$ cat src/rtl/fetch_prefetch_unit_pkg.sv
// Shared types and helpers for the LC-3b fetch/prefetch front end.
package fetch_prefetch_unit_pkg;

  typedef logic [15:0] lc3b_word;

  // Fetch FSM encoding (legacy-compatible constants)
  typedef logic [1:0] fetch_state_t;
  localparam logic [1:0] ST_IDLE  = 2'd0;
  localparam logic [1:0] ST_FETCH = 2'd1;
  localparam logic [1:0] ST_DRAIN = 2'd2;

  typedef struct packed {
    lc3b_word pc;
    lc3b_word ir;
  } fetch_entry_t;

  // Next sequential instruction address; wraps modulo 2^16.
  function automatic lc3b_word pc_next(input lc3b_word pc);
    return pc + 16'd2;
  endfunction

  // Instructions are word aligned, so bit 0 of any target is forced low.
  function automatic lc3b_word word_align(input lc3b_word addr);
    return addr & 16'hFFFE;
  endfunction

endpackage

$ cat src/rtl/fetch_prefetch_unit_fifo.sv
// Prefetch queue: synchronous FIFO with flush, combinational head and occupancy.
module fetch_fifo #(
  parameter int DEPTH = 4,
  parameter type entry_t = logic [31:0]
) (
  input  logic                         clk,
  input  logic                         rst_n,
  input  logic                         push,
  input  entry_t                       push_data,
  input  logic                         pop,
  input  logic                         flush,
  output entry_t                       head,
  output logic [$clog2(DEPTH+1)-1:0]   count
);

  localparam int PW = $clog2(DEPTH);
  localparam int CW = $clog2(DEPTH+1);

  entry_t        mem [DEPTH];
  logic [PW-1:0] wr_ptr;
  logic [PW-1:0] rd_ptr;

  // Storage needs no reset: nothing reads a slot before it has been written.
  always_ff @(posedge clk) begin
    if (push && !flush) mem[wr_ptr] <= push_data;
  end

  // Pointers and occupancy; a flush wins over any push/pop in the same cycle.
  always_ff @(posedge clk or negedge rst_n) begin
    if (!rst_n) begin
      wr_ptr <= '0;
      rd_ptr <= '0;
      count  <= '0;
    end else if (flush) begin
      wr_ptr <= '0;
      rd_ptr <= '0;
      count  <= '0;
    end else begin
      if (push) wr_ptr <= wr_ptr + PW'(1);
      if (pop)  rd_ptr <= rd_ptr + PW'(1);
      if (push && !pop)      count <= count + CW'(1);
      else if (pop && !push) count <= count - CW'(1);
    end
  end

  // The fetch FSM only issues a request with room reserved, so a full push is a design bug.
  always_ff @(posedge clk) begin
    if (rst_n && push && !flush) assert (count != CW'(DEPTH));
  end

  assign head = mem[rd_ptr];

endmodule

$ cat src/rtl/fetch_prefetch_unit.sv
// LC-3b fetch front end: sequential prefetch into a DEPTH-entry queue with redirect/flush.
//
//   state    | meaning
//   ---------+------------------------------------------------------------
//   ST_IDLE  | no read outstanding; launches a request when the queue has room
//   ST_FETCH | read of req_addr outstanding, response will be queued
//   ST_DRAIN | read of stale req_addr outstanding after a redirect; response dropped
module fetch_prefetch_unit
  import fetch_prefetch_unit_pkg::*;
#(
  parameter int          DEPTH    = 4,
  parameter logic [15:0] RESET_PC = 16'h0000
) (
  input  logic        clk,
  input  logic        rst_n,
  output logic        imem_read,
  output logic [15:0] imem_address,
  input  logic [15:0] imem_rdata,
  input  logic        imem_resp,
  input  logic        redirect,
  input  logic [15:0] redirect_pc,
  output logic        ir_valid,
  input  logic        ir_ready,
  output logic [15:0] ir_out,
  output logic [15:0] pc_out
);

  localparam int CW = $clog2(DEPTH+1);

  fetch_state_t  state;
  lc3b_word      fetch_pc;
  lc3b_word      req_addr;
  logic          push;
  logic          pop;
  logic [CW-1:0] count;
  logic [CW-1:0] count_after;
  fetch_entry_t  head;
  fetch_entry_t  push_data;

  assign push      = (state == ST_FETCH) && imem_resp && !redirect;
  assign pop       = ir_valid && ir_ready && !redirect;
  assign push_data = '{pc: req_addr, ir: imem_rdata};

  // Occupancy once this cycle's push/pop land; decides whether to chain the next read.
  always_comb begin
    count_after = count;
    if (push && !pop)      count_after = count + CW'(1);
    else if (pop && !push) count_after = count - CW'(1);
  end

  // Fetch sequencer: at most one read in flight, address only ever from req_addr.
  always_ff @(posedge clk or negedge rst_n) begin
    if (!rst_n) begin
      state    <= ST_IDLE;
      fetch_pc <= RESET_PC;
      req_addr <= RESET_PC;
    end else begin
      case (state)
        ST_IDLE: begin
          if (redirect) begin
            fetch_pc <= word_align(redirect_pc);
          end else if (count < CW'(DEPTH)) begin
            req_addr <= fetch_pc;
            state    <= ST_FETCH;
          end
        end
        ST_FETCH: begin
          if (imem_resp) begin
            if (redirect) begin
              fetch_pc <= word_align(redirect_pc);
              state    <= ST_IDLE;
            end else begin
              fetch_pc <= pc_next(req_addr);
              if (count_after < CW'(DEPTH)) req_addr <= pc_next(req_addr);
              else                          state    <= ST_IDLE;
            end
          end else if (redirect) begin
            fetch_pc <= word_align(redirect_pc);
            state    <= ST_DRAIN;
          end
        end
        ST_DRAIN: begin
          // Memory cannot abort: keep the stale request up until it completes.
          if (redirect)  fetch_pc <= word_align(redirect_pc);
          if (imem_resp) state    <= ST_IDLE;
        end
        default: state <= ST_IDLE;
      endcase
    end
  end

  fetch_fifo #(
    .DEPTH   (DEPTH),
    .entry_t (fetch_entry_t)
  ) u_fifo (
    .clk       (clk),
    .rst_n     (rst_n),
    .push      (push),
    .push_data (push_data),
    .pop       (pop),
    .flush     (redirect),
    .head      (head),
    .count     (count)
  );

  assign imem_read    = (state != ST_IDLE);
  assign imem_address = req_addr;
  assign ir_valid     = (count != '0);
  assign ir_out       = ir_valid ? head.ir : 16'h0000;
  assign pc_out       = ir_valid ? head.pc : 16'h0000;

endmodule

$ cat config.mk
export PLATFORM = sky130hd
export DESIGN_NAME = fetch_prefetch_unit
export DESIGN_NICKNAME = d
export VERILOG_FILES = /design/src/rtl/fetch_prefetch_unit_pkg.sv /design/src/rtl/fetch_prefetch_unit_fifo.sv /design/src/rtl/fetch_prefetch_unit.sv
export SDC_FILE = /design/constraint.sdc
export NUM_CORES = 1
export LEC_CHECK = 0
export BUFFER_PORTS_ARGS = -buffer_cell sky130_fd_sc_hd__buf_2
export CAP_MARGIN = 20
export CORE_MARGIN = 2
export CORE_UTILIZATION = 35
export CTS_CLUSTER_SIZE = 20
export DETAILED_ROUTE_END_ITERATION = 7
export PLACE_DENSITY = 0.56
export SLEW_MARGIN = 20
export SYNTH_ARGS = -nofsm -noshare
export SYNTH_HDL_FRONTEND = slang
export SYNTH_SLANG_ARGS = --single-unit
$ cat constraint.sdc
create_clock -name clk -period 4.9 [get_ports clk]
set_input_delay 0.49 -clock clk [delete_from_list [all_inputs] [get_ports clk]]
set_output_delay 0.49 -clock clk [all_outputs]
set_load 0.1 [all_outputs]
==> flow_summary_export.csv <==
group,metric,value,unit
clock_tree,clockBufferDepth,2,
drt,via_count,4580,
drt,drt-met1-wl,7426,um
drt,detail_route.wl_per_cell,19.96,um
drt,drt_iter0_drc,454,
timing,setup_viol,0,
drt,viasPerCell,5.289,
drt,ant_nets,0,
timing,maxSlewViolCount,0,
synthesis,netlist_area,7415,um^2
cells_and_area,finish.utilization,41.43,%
global_routing,grt_pass1_wl,26790,um
clock_tree,root_buffer,"clkbuf_16",
critical_path,worstSetupPathType,"reg2out",
pwr,clkPwrFrac,22.4,%
drt,highest_layer,"met4",
synthesis,ys.warnings.count,0,
global_routing,grt_pass1_vias,4761,
floorplan,floorplan.initialDensity,35.50,%
global_routing,antenna_found_initial,0,
clock_tree,hold_buffers,0,
floorplan,die_y,149.6,um
pwr,p_comb_share,42.6,%
timing,rsz0062_at_grt,"false",
critical_path,critical_path.slowest_cell,"dfrtp_2",
critical_path,reg2reg_slack,1.96,ns
critical_path,crit_family,"flip-flops",
pwr,peakVddDrop,0.3405,mV
timing,period_share,65.47,%
outcome,status,"complete, no violations",
floorplan,ioPinCount,87,
clock_tree,cts_sinks,169,
clock_tree,clk_latency,0.43,ns
timing,timing.final.crit_period,3.208,ns
clock_tree,postCtsSetupBuffers,0,
critical_path,cp_max_fo,23,
drt,drc_errors,0,
clock_tree,h-tree-depth,4,
drt,met3_wirelength,1085,um
global_routing,grt_max_degree,42,
synthesis,synth_edf_count,128,
timing,setup_tns,0,ns
synthesis,synth-seq-cells,169,
clock_tree,cts_resized,0,
critical_path,rr_worst_depth,10,
clock_tree,cts_tree,"done",
critical_path,worst-endpoint-required,4.41,ns
pwr,internal_power,2.963,mW
job,maxCapViolCount,0,
placement,hpwl,10520,um
critical_path,worstSetupStartpointType,"register",
timing,hold_slack,0.1989,ns
synthesis,yosysSeqAreaShare,65.68,%
clock_tree,numCtsBuffers,17,
cells_and_area,area_growth,16.71,%
pwr,power,5.776,mW
placement,routabilityCongestion,0.8262,
pwr,p_leak,3.150,nW
critical_path,critPathMaxStageDelay,0.89,ns
timing,fmax,311.7,MHz
pwr,cellPowerDensity,667.5,nW/um^2
synthesis,synth_cell_types,57,
pwr,switching_power,2.814,mW
synthesis,syn_inst,500,
synthesis,avgSynthCellArea,14.83,um^2
timing,slew_headroom,31.48,%
floorplan,row_count,53,
timing,finClkSkew,0.008639,ns
hold_path,holdCritPathClass,"in2async",
floorplan,dieArea,22370,um^2
drt,wirelength,17290,um
synthesis,syn-num-nets,545,
critical_path,regToRegEndpoint,"imem_address[7]",
pwr,switching_share,48.71,%
cells_and_area,nets,623,
synthesis,synth-main-ff-cell,"edfxtp_1",
timing,tightest_slew,1.028,ns
synthesis,synthArstFlopShare,24.26,%
critical_path,rr_startpoint,"u_fifo.count[0]",
placement,post-place-ws,1.914,ns
timing,worst_slack,1.692,ns
floorplan,core_area,20890,um^2
drt,firstDrtPassIters,4,
global_routing,overflow,0,
critical_path,worst-path-buf-inv,2,
timing,hold_violations,0,
floorplan,die_width,149.6,um
critical_path,crit_cells,4,
critical_path,cp.arrival,2.72,ns
placement,port_buffers,85,
global_routing,track_usage,16.31,%
critical_path,end_kind,"output pin",
pwr,power_frac_seq,35.0,%
cells_and_area,num_antenna_cells,0,
critical_path,crit_chain,"buf_4 > mux4_2 > and2_1 > buf_2",
cells_and_area,drive_above_1_share,28.60,%
clock_tree,clk_pin_slew,0.07,ns
drt,wl_met2,8332,um
## cells in the final DEF (no fill, tap or decap), types with 6 or more instances in the layout
cell       count
a21oi_1       14
a22oi_1        6
a31oi_1        6
and2_1        34
and3_1         7
buf_2         85
clkbuf_16     17
dfrtp_1       39
edfxtp_1     128
ha_1           8
inv_1         12
mux4_2        32
nand2_1       30
nand3_1        8
nor2_1        27
nor3_1         8
o21ai_0       17
o22ai_1        7
xnor2_1       10
xor2_1         6
## metrics by stage
| stage | std cells | cell area [um^2] |
|---|---|---|
| after floorplan | 500 | 7415 |
| after global placement | 834 | 8075 |
| after detailed placement | 834 | 8075 |
| after CTS | 866 | 8653 |
| after global routing | 866 | 8653 |
| final | 866 | 8653 |
## synth_stat cells, types with 6 or more instances
| master | n | share of area (%) |
|---|---|---|
| inv_1 | 12 | 0.61 |
| a31oi_1 | 6 | 0.51 |
| edfxtp_1 | 128 | 52 |
| and3_1 | 11 | 0.93 |
| dfrtp_1 | 41 | 14 |
| o22ai_1 | 7 | 0.59 |
| a21oi_1 | 14 | 0.95 |
| xnor2_1 | 10 | 1.2 |
| nand2_1 | 30 | 1.5 |
| and2_1 | 34 | 2.9 |
| nor2_1 | 27 | 1.4 |
| buf_2 | 9 | 0.61 |
| nand3_1 | 8 | 0.54 |
| a22oi_1 | 6 | 0.61 |
| clkbuf_1 | 16 | 0.81 |
| xor2_1 | 6 | 0.71 |
| nor3_1 | 8 | 0.54 |
| o21ai_0 | 17 | 1.1 |
| mux4_2 | 32 | 9.7 |
| ha_1 | 8 | 1.4 |
## worst register-to-register path: cells and delay by family, from the launching register on
kind | cells | cell delay [ns]
adder cells (fa/ha/maj) | 1 | 0.19
flip-flops | 1 | 0.39
AO/OA/AOI/OAI | 4 | 0.86
buffers and inverters | 3 | 0.82
AND/OR/NAND/NOR | 2 | 0.55
## worst max path at each step
stage,from,end
after floorplan,u_fifo.count[0],pc_out[10]
after global placement,u_fifo.count[0],imem_address[7]
after detailed placement,u_fifo.count[0],imem_address[7]
after CTS,u_fifo.rd_ptr[0],ir_out[10]
after global routing,u_fifo.rd_ptr[0],ir_out[10]
final,u_fifo.rd_ptr[0],ir_out[10]
## logic make-up (layout without fill, tap and decap cells)
family                   Yosys count  after routing  share of synthesized area (%)
flip-flops                       169            169                          65.68
AND/OR/NAND/NOR                  142            142                          10.36
AO/OA/AOI/OAI                     85             85                          7.864
buffers and inverters             45            136                          2.734
multiplexers                      35             35                          10.12
XOR/XNOR                          16             16                          1.890
adder cells (fa/ha/maj)            8              8                          1.350
## registers in the layout, indices dropped and copies added (netlist names)
name           flops
u_fifo.rd_ptr      2
u_fifo.wr_ptr      2
imem_address      16
u_fifo.count       3
state              2
fetch_pc          16
u_fifo.mem       128
## metal layers
metal / GRT usage [%] / vias up
met5: 0 / -
met4: 6.762 / 0
met3: 4.024 / 30
met2: 26.31 / 149
met1: 21.12 / 2320
li1: - / 2081
## cell type report
cell class | instances | area [um^2]
fill | 1929 | 12240
sequential | 169 | 4872
multi-input combinational | 286 | 2347
timing repair buffer | 89 | 455.4
clock buffer | 17 | 425.4
tap | 275 | 344.1
clock inverter | 15 | 152.6
inverter | 15 | 56.30
## power by group through the flow
| stage | logic [mW] | registers (mW) | clock network (mW) |
|---|---|---|---|
| finish | 2.46 | 2.02 | 1.29 |
| global route | 2.59 | 2.06 | 1.37 |
| CTS | 2.49 | 2.03 | 1.32 |
| detailed placement | 2.48 | 2.05 | 0 |
| global placement | 2.46 | 2.04 | 0 |
| floorplan | 1.73 | 2.34 | 0 |
Power figures use the tool's default switching activity.
